## config.mk

```make
export PLATFORM = sky130hd
export DESIGN_NAME = iterative_divider
export DESIGN_NICKNAME = d
export VERILOG_FILES = /design/src/rtl/common.sv /design/src/rtl/pipes.sv /design/src/rtl/div_sign_fix.sv /design/src/rtl/iterative_divider.sv
export SDC_FILE = /design/constraint.sdc
export NUM_CORES = 1
export LEC_CHECK = 0
export BUFFER_PORTS_ARGS = -buffer_cell sky130_fd_sc_hd__buf_2
export CAP_MARGIN = 20
export CORE_UTILIZATION = 55
export CTS_CLUSTER_SIZE = 24
export DETAILED_ROUTE_END_ITERATION = 7
export PLACE_DENSITY_LB_ADDON = 0.05
export SLEW_MARGIN = 20
export SYNTH_ARGS = -nofsm -noshare
export SYNTH_HDL_FRONTEND = slang
export SYNTH_SLANG_ARGS = --single-unit
export TNS_END_PERCENT = 1
```

## constraint.sdc

```tcl
create_clock -name clk -period 15.65 [get_ports clk]
set_input_delay 3.13 -clock clk [delete_from_list [all_inputs] [get_ports clk]]
set_output_delay 3.13 -clock clk [all_outputs]
set_load 0.01 [all_outputs]
```

## src/rtl/common.sv

```systemverilog
// Basic scalar types shared across the execute stage.
package common;
    typedef logic [63:0] u64;
    typedef logic        u1;
endpackage

```

## src/rtl/pipes.sv

```systemverilog
// Pipeline-wide enums and constants used by the execute-stage units.
package pipes;
    typedef enum logic [1:0] {IDLE, CALC, DONE} div_state_t;

    localparam int unsigned DIV_ITER_D = 64;
    localparam int unsigned DIV_ITER_W = 32;
endpackage

```

## src/rtl/div_sign_fix.sv

```systemverilog
// Operand conditioning for the divider: magnitudes and negate flags on entry,
// result negation and W-form sign extension on exit.
module div_sign_fix
    import common::*;
(
    input  u64 i_a,
    input  u64 i_b,
    input  u1  i_sign,
    input  u1  i_cut,
    output u64 o_a_ext,
    output u64 o_b_ext,
    output u64 o_a_mag,
    output u64 o_b_mag,
    output u1  o_neg_q,
    output u1  o_neg_r,
    input  u64 i_q,
    input  u64 i_r,
    input  u1  i_neg_q,
    input  u1  i_neg_r,
    input  u1  i_rem_sel,
    input  u1  i_cut_res,
    output u64 o_res
);
    u64 w_a_ext;
    u64 w_b_ext;
    u1  w_a_neg;
    u1  w_b_neg;
    u64 w_sel;
    u1  w_neg;
    u64 w_val;

    assign w_a_ext = i_cut ? (i_sign ? {{32{i_a[31]}}, i_a[31:0]} : {32'b0, i_a[31:0]}) : i_a;
    assign w_b_ext = i_cut ? (i_sign ? {{32{i_b[31]}}, i_b[31:0]} : {32'b0, i_b[31:0]}) : i_b;

    assign w_a_neg = i_sign & w_a_ext[63];
    assign w_b_neg = i_sign & w_b_ext[63];

    assign o_a_ext = w_a_ext;
    assign o_b_ext = w_b_ext;
    assign o_a_mag = w_a_neg ? -w_a_ext : w_a_ext;
    assign o_b_mag = w_b_neg ? -w_b_ext : w_b_ext;
    assign o_neg_q = w_a_neg ^ w_b_neg;
    assign o_neg_r = w_a_neg;

    // Only the low 32 bits matter for W results, so negating the full word is safe.
    assign w_sel = i_rem_sel ? i_r : i_q;
    assign w_neg = i_rem_sel ? i_neg_r : i_neg_q;
    assign w_val = w_neg ? -w_sel : w_sel;
    assign o_res = i_cut_res ? {{32{w_val[31]}}, w_val[31:0]} : w_val;
endmodule

```

## src/rtl/iterative_divider.sv

```systemverilog
// Multi-cycle RV64M divide/remainder unit (restoring radix-2, one bit per cycle)
// acting as the responder to execute's stall handshake.
module iterative_divider
    import common::*;
    import pipes::*;
#(
    parameter int unsigned XLEN = 64
)
(
    input  logic            clk,
    input  logic            reset,
    input  logic            start,
    input  logic [XLEN-1:0] a,
    input  logic [XLEN-1:0] b,
    input  logic            sign,
    input  logic            cut,
    input  logic            rem_sel,
    input  logic            flush,
    output logic            e_wait,
    output logic            done,
    output logic [XLEN-1:0] c
);
    div_state_t r_state;
    div_state_t w_next;

    logic [6:0] r_cnt;
    u64         r_q;
    u64         r_rem;
    u64         r_div;
    u1          r_neg_q;
    u1          r_neg_r;
    u1          r_rem_sel;
    u1          r_cut;

    u64 w_a_ext;
    u64 w_b_ext;
    u64 w_a_mag;
    u64 w_b_mag;
    u1  w_neg_q;
    u1  w_neg_r;
    u64 w_res;

    u1           w_accept;
    u1           w_div_zero;
    u1           w_ovf;
    u1           w_special;
    u64          w_spec_q;
    u64          w_spec_r;
    u1           w_qmsb;
    logic [64:0] w_rem_shift;
    u1           w_ge;
    u64          w_rem_next;
    u64          w_q_next;

    div_sign_fix u_sign_fix (
        .i_a       (a),
        .i_b       (b),
        .i_sign    (sign),
        .i_cut     (cut),
        .o_a_ext   (w_a_ext),
        .o_b_ext   (w_b_ext),
        .o_a_mag   (w_a_mag),
        .o_b_mag   (w_b_mag),
        .o_neg_q   (w_neg_q),
        .o_neg_r   (w_neg_r),
        .i_q       (r_q),
        .i_r       (r_rem),
        .i_neg_q   (r_neg_q),
        .i_neg_r   (r_neg_r),
        .i_rem_sel (r_rem_sel),
        .i_cut_res (r_cut),
        .o_res     (w_res)
    );

    assign w_accept   = (r_state == IDLE) & start & ~flush;
    assign w_div_zero = (w_b_ext == '0);
    assign w_ovf      = sign & (w_b_ext == '1) &
                        (cut ? (w_a_ext == 64'hFFFF_FFFF_8000_0000)
                             : (w_a_ext == 64'h8000_0000_0000_0000));
    assign w_special  = w_div_zero | w_ovf;
    // Special results are stored already final, with both negate flags cleared.
    assign w_spec_q   = w_div_zero ? '1 : w_a_ext;
    assign w_spec_r   = w_div_zero ? w_a_ext : '0;

    assign w_qmsb      = r_cut ? r_q[DIV_ITER_W-1] : r_q[DIV_ITER_D-1];
    assign w_rem_shift = {r_rem, w_qmsb};
    assign w_ge        = (w_rem_shift >= {1'b0, r_div});
    assign w_rem_next  = w_ge ? (w_rem_shift[63:0] - r_div) : w_rem_shift[63:0];
    assign w_q_next    = {r_q[62:0], w_ge};

    always_ff @(posedge clk or negedge reset) begin
        if (!reset) begin
            r_state <= IDLE;
        end else begin
            r_state <= w_next;
        end
    end

    always_comb begin
        w_next = r_state;
        e_wait = 1'b0;
        done   = 1'b0;
        case (r_state)
            IDLE: begin
                e_wait = start & ~flush;
                if (w_accept) begin
                    w_next = w_special ? DONE : CALC;
                end
            end
            CALC: begin
                e_wait = 1'b1;
                if (flush) begin
                    w_next = IDLE;
                end else if (r_cnt == 7'd1) begin
                    w_next = DONE;
                end
            end
            DONE: begin
                done   = ~flush;
                w_next = IDLE;
            end
            default: w_next = IDLE;
        endcase
        c = done ? w_res : '0;
    end

    always_ff @(posedge clk or negedge reset) begin
        if (!reset) begin
            r_cnt     <= '0;
            r_q       <= '0;
            r_rem     <= '0;
            r_div     <= '0;
            r_neg_q   <= 1'b0;
            r_neg_r   <= 1'b0;
            r_rem_sel <= 1'b0;
            r_cut     <= 1'b0;
        end else begin
            case (r_state)
                IDLE: begin
                    if (w_accept) begin
                        r_rem_sel <= rem_sel;
                        r_cut     <= cut;
                        r_div     <= w_b_mag;
                        if (w_special) begin
                            r_q     <= w_spec_q;
                            r_rem   <= w_spec_r;
                            r_neg_q <= 1'b0;
                            r_neg_r <= 1'b0;
                            r_cnt   <= '0;
                        end else begin
                            r_q     <= w_a_mag;
                            r_rem   <= '0;
                            r_neg_q <= w_neg_q;
                            r_neg_r <= w_neg_r;
                            r_cnt   <= cut ? 7'(DIV_ITER_W) : 7'(DIV_ITER_D);
                        end
                    end
                end
                CALC: begin
                    r_q   <= w_q_next;
                    r_rem <= w_rem_next;
                    r_cnt <= r_cnt - 7'd1;
                end
                default: ;
            endcase
        end
    end
endmodule

```

# ---- After elaboration in Yosys (flattened, before gate mapping)
# Index checks and enable logic that the tools add are counted.
dict set report totals {
  regBits 205
  input_bits 135
  output_inout_bits 66
  wordCells 74
}
dict set report op_classes {
  addsub 5
  magnitude_cmp 1
  n_eq_ne 8
  n_mux 35
  n_bitwise 10
  n_reduce_logical 6
}
# op n
set ops {}
lappend ops {{$mux W64} 17}
lappend ops {{$pmux W64 S2} 2}
lappend ops {{$eq A64 B64 Y1 const B} 3}
lappend ops {{$neg A64 Y64} 3}
lappend ops {{$ge A65 B64 Y1} 1}
lappend ops {{$logic_not A64 Y1} 1}
lappend ops {{$sub A64 B64 Y64} 1}
lappend ops {{$mux W7} 3}
lappend ops {{$pmux W7 S2} 1}
lappend ops {{$mux W2} 4}
lappend ops {{$and A1 B1 Y1} 7}
lappend ops {{$eq A7 B1 Y1 const B} 1}
lappend ops {{$sub A7 B1 Y7 const B} 1}
lappend ops {{$mux W1} 6}
lappend ops {{$reduce_and A2 Y1} 3}
lappend ops {{$pmux W2 S2} 1}
lappend ops {{$ne A3 B3 Y1 const B} 1}
lappend ops {{$eq A2 B1 Y1 const B} 1}
lappend ops {{$eq A2 B2 Y1 const B} 1}
lappend ops {{$logic_not A2 Y1} 1}
lappend ops {{$ne A2 B2 Y1 const B} 1}
lappend ops {{$pmux W1 S2} 1}
lappend ops {{$reduce_bool A2 Y1} 1}
lappend ops {{$not A1 Y1} 1}
lappend ops {{2 further kinds} 2}

# ---- Logic depth before layout (Yosys ltp)
dict set report logic_depth {
  depth_word 9
  mapped_depth 20
  mapped_depth_nobuf 15
}

# ---- Hierarchy
# From an unflattened synthesis, not the netlist that was laid out.
dict set report unflattened {
  hier_cells 2960
  hier_area_um2 21942.3
}
# mod n_inst cells_each area_each_um2 seq_area_each_um2
set by_module_without_submodules {}
lappend by_module_without_submodules {iterative_divider 1 1805 14657.8 5129.9}
lappend by_module_without_submodules {div_sign_fix 1 1155 7284.5 0.0}

# ---- Least setup slack after synthesis
# OpenSTA, ideal clock, no wires.
dict set report synth_timing {
  path_kind {reg2out}
  from {register r_rem_sel}
  to {output c[50]}
  arrival_ns 4.753
  required_ns 12.520
  slack_ns 7.767
  stages_incl_launch_ff 21
  n_path_buf 8
  cell_sequence {dfrtp_1 -> buf_2 -> buf_2 -> buf_2 -> buf_2 -> buf_2 -> buf_1 -> buf_2 -> buf_2 -> mux2i_1 -> ha_1 -> o21ai_0 -> nor4_1 -> nand2_1 -> nor3_1 -> nand2_1 -> nor3_1 -> nand2_1 -> o31ai_1 -> xor2_1 -> o21a_1}
}
dict set report synth_between {
  elab_chain_cells 5
  word_cells_on_any_way 6
  classes_between {add/sub: 1; mux: 5}
}
# element line_no
set synth_rtl {}
lappend synth_rtl {{start, declared} iterative_divider.sv:32} ;# u1 r_rem_sel;
lappend synth_rtl {{start signal, assigned} iterative_divider.sv:141} ;# r_rem_sel <= rem_sel;
lappend synth_rtl {{$mux W64} div_sign_fix.sv:46} ;# assign w_sel = i_rem_sel ? i_r : i_q;
lappend synth_rtl {{$neg A64 Y64} div_sign_fix.sv:48} ;# assign w_val = w_neg ? -w_sel : w_sel;
lappend synth_rtl {{$mux W64 (*)} div_sign_fix.sv:48}
lappend synth_rtl {{$mux W64 (*)} div_sign_fix.sv:49} ;# assign o_res = i_cut_res ? {{32{w_val[31]}}, w_val[31:0]} : w_val;
lappend synth_rtl {{$mux W64 (*)} iterative_divider.sv:124} ;# c = done ? w_res : '0;
lappend synth_rtl {{end, declared} iterative_divider.sv:21} ;# output logic [XLEN-1:0] c
# Mark *: on every way between the ends. The rest lies on a longest branch, timed or not.

# ---- Worst setup path in the final report
# Same ends and word-level chain as after synthesis.

==> out/qor.csv <==
metric,value,unit
worst_ep_required_time,12.52,ns
antenna_found_initial,5,
port_buffers,200,
netlist.area_leader.share,26.0,%
dr.pass1.iters,6,
synth.most_common_cell,nand2_1,
cp_slowest_cell,dfrtp_4,
start_util,56.5,%
clkPwrFrac,13.7,%
final_net_count,2920,
cts_tree,done,
slew_viol_final,0,
p_seq_share,25.2,%
vias,20507,
ios,201,
fp.dieW,191,um
rsz0062_at_grt,no,
dpl.hpwl,52500,um
hold_class,flip-flop to flip-flop,
clk_pin_slew_worst_paths,0.06,ns
setup_tns,0,ns
p_leak,0.00946,uW
row_count,68,
grt_overflow,0,
clkLatencyLatePin,0.54,ns
cts_hold_buf,0,
ys_top_cells_by_area,"dfrtp_1 (26%), o21ai_0 (6.7%), a21oi_1 (5.9%), xnor2_1 (5.9%), mux2i_1 (5.4%)",
setup_viol,0,
htree_levels,1,
synth_common_cells,"nand2_1 (278), o21ai_0 (263), a21oi_1 (234)",
grt_pass1_wl,106000,um
combPwrFrac,61.1,%
clockRootBuffer,clkbuf_16,
slew_headroom,24.2,%
viasPerCell,6.43,
yosys.area.top_type,dfrtp_1,
ys_warn_count,0,
dieArea,36600,um2
cp-start-kind,flip-flop,
switching_share,49.6,%
drive_gt1_share,11.2,%
hold_viol,0,
critical_path_class,flip-flop to primary output,
drv_cap,0,
first_global_vias,18471,
async_flop_share,100,%
fin_util,62.3,%
ctsResizeCount,0,
dieHeight,191,um
first_iter_violations,2054,
syn_area_per_cell,7.49,um2
p_switching,2180,uW
cts_setup_buffers,0,
status,"complete, no violations",
wl,68500,um
fin_crit,8.74,ns
numClockSinks,205,
tightest_slew,1.13,ns
power-per-cell-area,202,nW/um2
synth_edf_count,0,
critPathMaxStageDelay,0.84,ns
core_area,34900,um2
gp_congestion,1.02,
cp-end-kind,primary output,
cp.arrival,5.61,ns
ir_drop,124,uV
fin_crit_sh,55.9,%
grt_max_degree,119,
ys_types,78,
synth_seq_area_share,26.0,%
grtUsageTotal,36.9,%
cts_buffer_depth,3,
numCtsBuffers,23,
clock_skew,0.0119,ns
p_int,2210,uW
netlist_area,19700,um2
syn_inst,2632,
crit_fanout,74,
max_freq,114,MHz
synth-seq-cells,205,
remaining_drc_errors,0,
syn_nets,2838,
wl_per_cell,21.5,um
path_cells,"buf_4, mux2i_1, nand2_1, or3_1, or2_2, nor3_1, nand2_1, nor3_1, nand2_1, o31ai_1, xor2_1, o21a_1, buf_2",
ant_nets,0,
area_delta_synth_final,10.3,%
synthFlopType,dfrtp_1,
cpMostUsedCell,nand2_1,
-- state kept, by name, summed over array words and instances, names as in the netlist --
signal / flops
r_div: 64
r_q: 64
r_rem: 64
r_cnt: 7
r_state: 2
r_cut: 1
r_neg_q: 1
r_neg_r: 1
r_rem_sel: 1
-- power by group through the flow --
stage / logic [uW] / registers [uW] / clock network [uW]
after CTS: 2620 / 1090 / 604
final: 2690 / 1110 / 601
after global routing: 2950 / 1120 / 627
after detailed placement: 2600 / 1100 / 0
after floorplan: 2040 / 918 / 0
after global placement: 2570 / 1080 / 0
-- path summary, 6_finish.rpt --
check	from	end	slack, ns	cells past startpoint
worst max-delay path	r_rem_sel	c[50]	6.91	13
worst min-delay path	r_div[48]	r_div[48]	0.48	2
worst max register to register	r_cut	r_rem[55]	10.14	14
worst min register to register	r_div[48]	r_div[48]	0.48	2
max in group asynchronous	reset	r_rem_sel	11.57	2
min in group asynchronous	reset	r_div[0]	2.60	1
-- layout by cell type (no fill, tap or decap), types with 15 or more instances in the layout --
cell type / instances
nand2_1: 278
o21ai_0: 263
a21oi_1: 233
nor2_1: 219
dfrtp_1: 204
buf_2: 199
xnor2_1: 132
inv_1: 105
mux2i_1: 105
xor2_1: 98
nor3_1: 96
ha_1: 70
a21o_1: 65
o22ai_1: 45
o21a_1: 42
nand4_1: 39
o31ai_1: 35
nand3_1: 35
a22oi_1: 35
a31oi_1: 34
a211oi_1: 32
nor4_1: 26
and3_1: 24
buf_4: 24
clkbuf_16: 23
or3_1: 22
o21ai_1: 15
o21bai_1: 15
-- critical path: cells and delay by family, from the launching register on --
kind / cells / cell delay, ns
compound gates: 2 / 0.42
xor+xnor: 1 / 0.17
buf+inv: 2 / 0.96
flops: 1 / 0.84
mux: 1 / 0.46
simple gates: 7 / 2.17
-- metrics by stage --
| stage | hold WS [ns] | setup WS [ns] | instance area, um2 | total power, uW | std cells |
|---|---|---|---|---|---|
| after detailed placement | 0.471 | 7.55 | 20900 | 3700 | 3142 |
| after global placement | 0.459 | 7.66 | 20900 | 3640 | 3142 |
| after floorplan | 0.442 | 7.77 | 19700 | 2960 | 2632 |
| after global routing | 0.507 | 6.63 | 21700 | 4700 | 3188 |
| final | 0.477 | 6.91 | 21700 | 4390 | 3189 |
| after CTS | 0.486 | 7.06 | 21700 | 4320 | 3183 |
-- routing by layer --
metal  up-vias  global-route usage, %  wire length (um)  part of all wire (%)
li1       9702                      -                 -                     -
met1      9643                   57.5             31700                    46
met2      1063                   52.8             28000                    41
met3        97                   4.96              7250                    11
met4         2                   9.04              1490                   2.2
met5         -                      0                13                 0.019
-- cells by family after synthesis --
group           share of synthesized area [%]
simple gates                             20.1
flops                                    26.0
mux                                      5.78
compound gates                           28.0
buf+inv                                  5.40
fa+ha+maj                                4.54
xor+xnor                                 10.2
-- cell type report --
class / instances / area [um2]
Timing Repair Buffer: 226 / 1230
Antenna cell: 4 / 10.0
Fill cell: 3202 / 13100
Tap cell: 455 / 569
Clock inverter: 11 / 209
Multi-Input combinational cell: 2153 / 13600
Clock buffer: 30 / 612
Inverter: 105 / 394
Sequential cell: 205 / 5130
(Power assumes the default switching activity.)
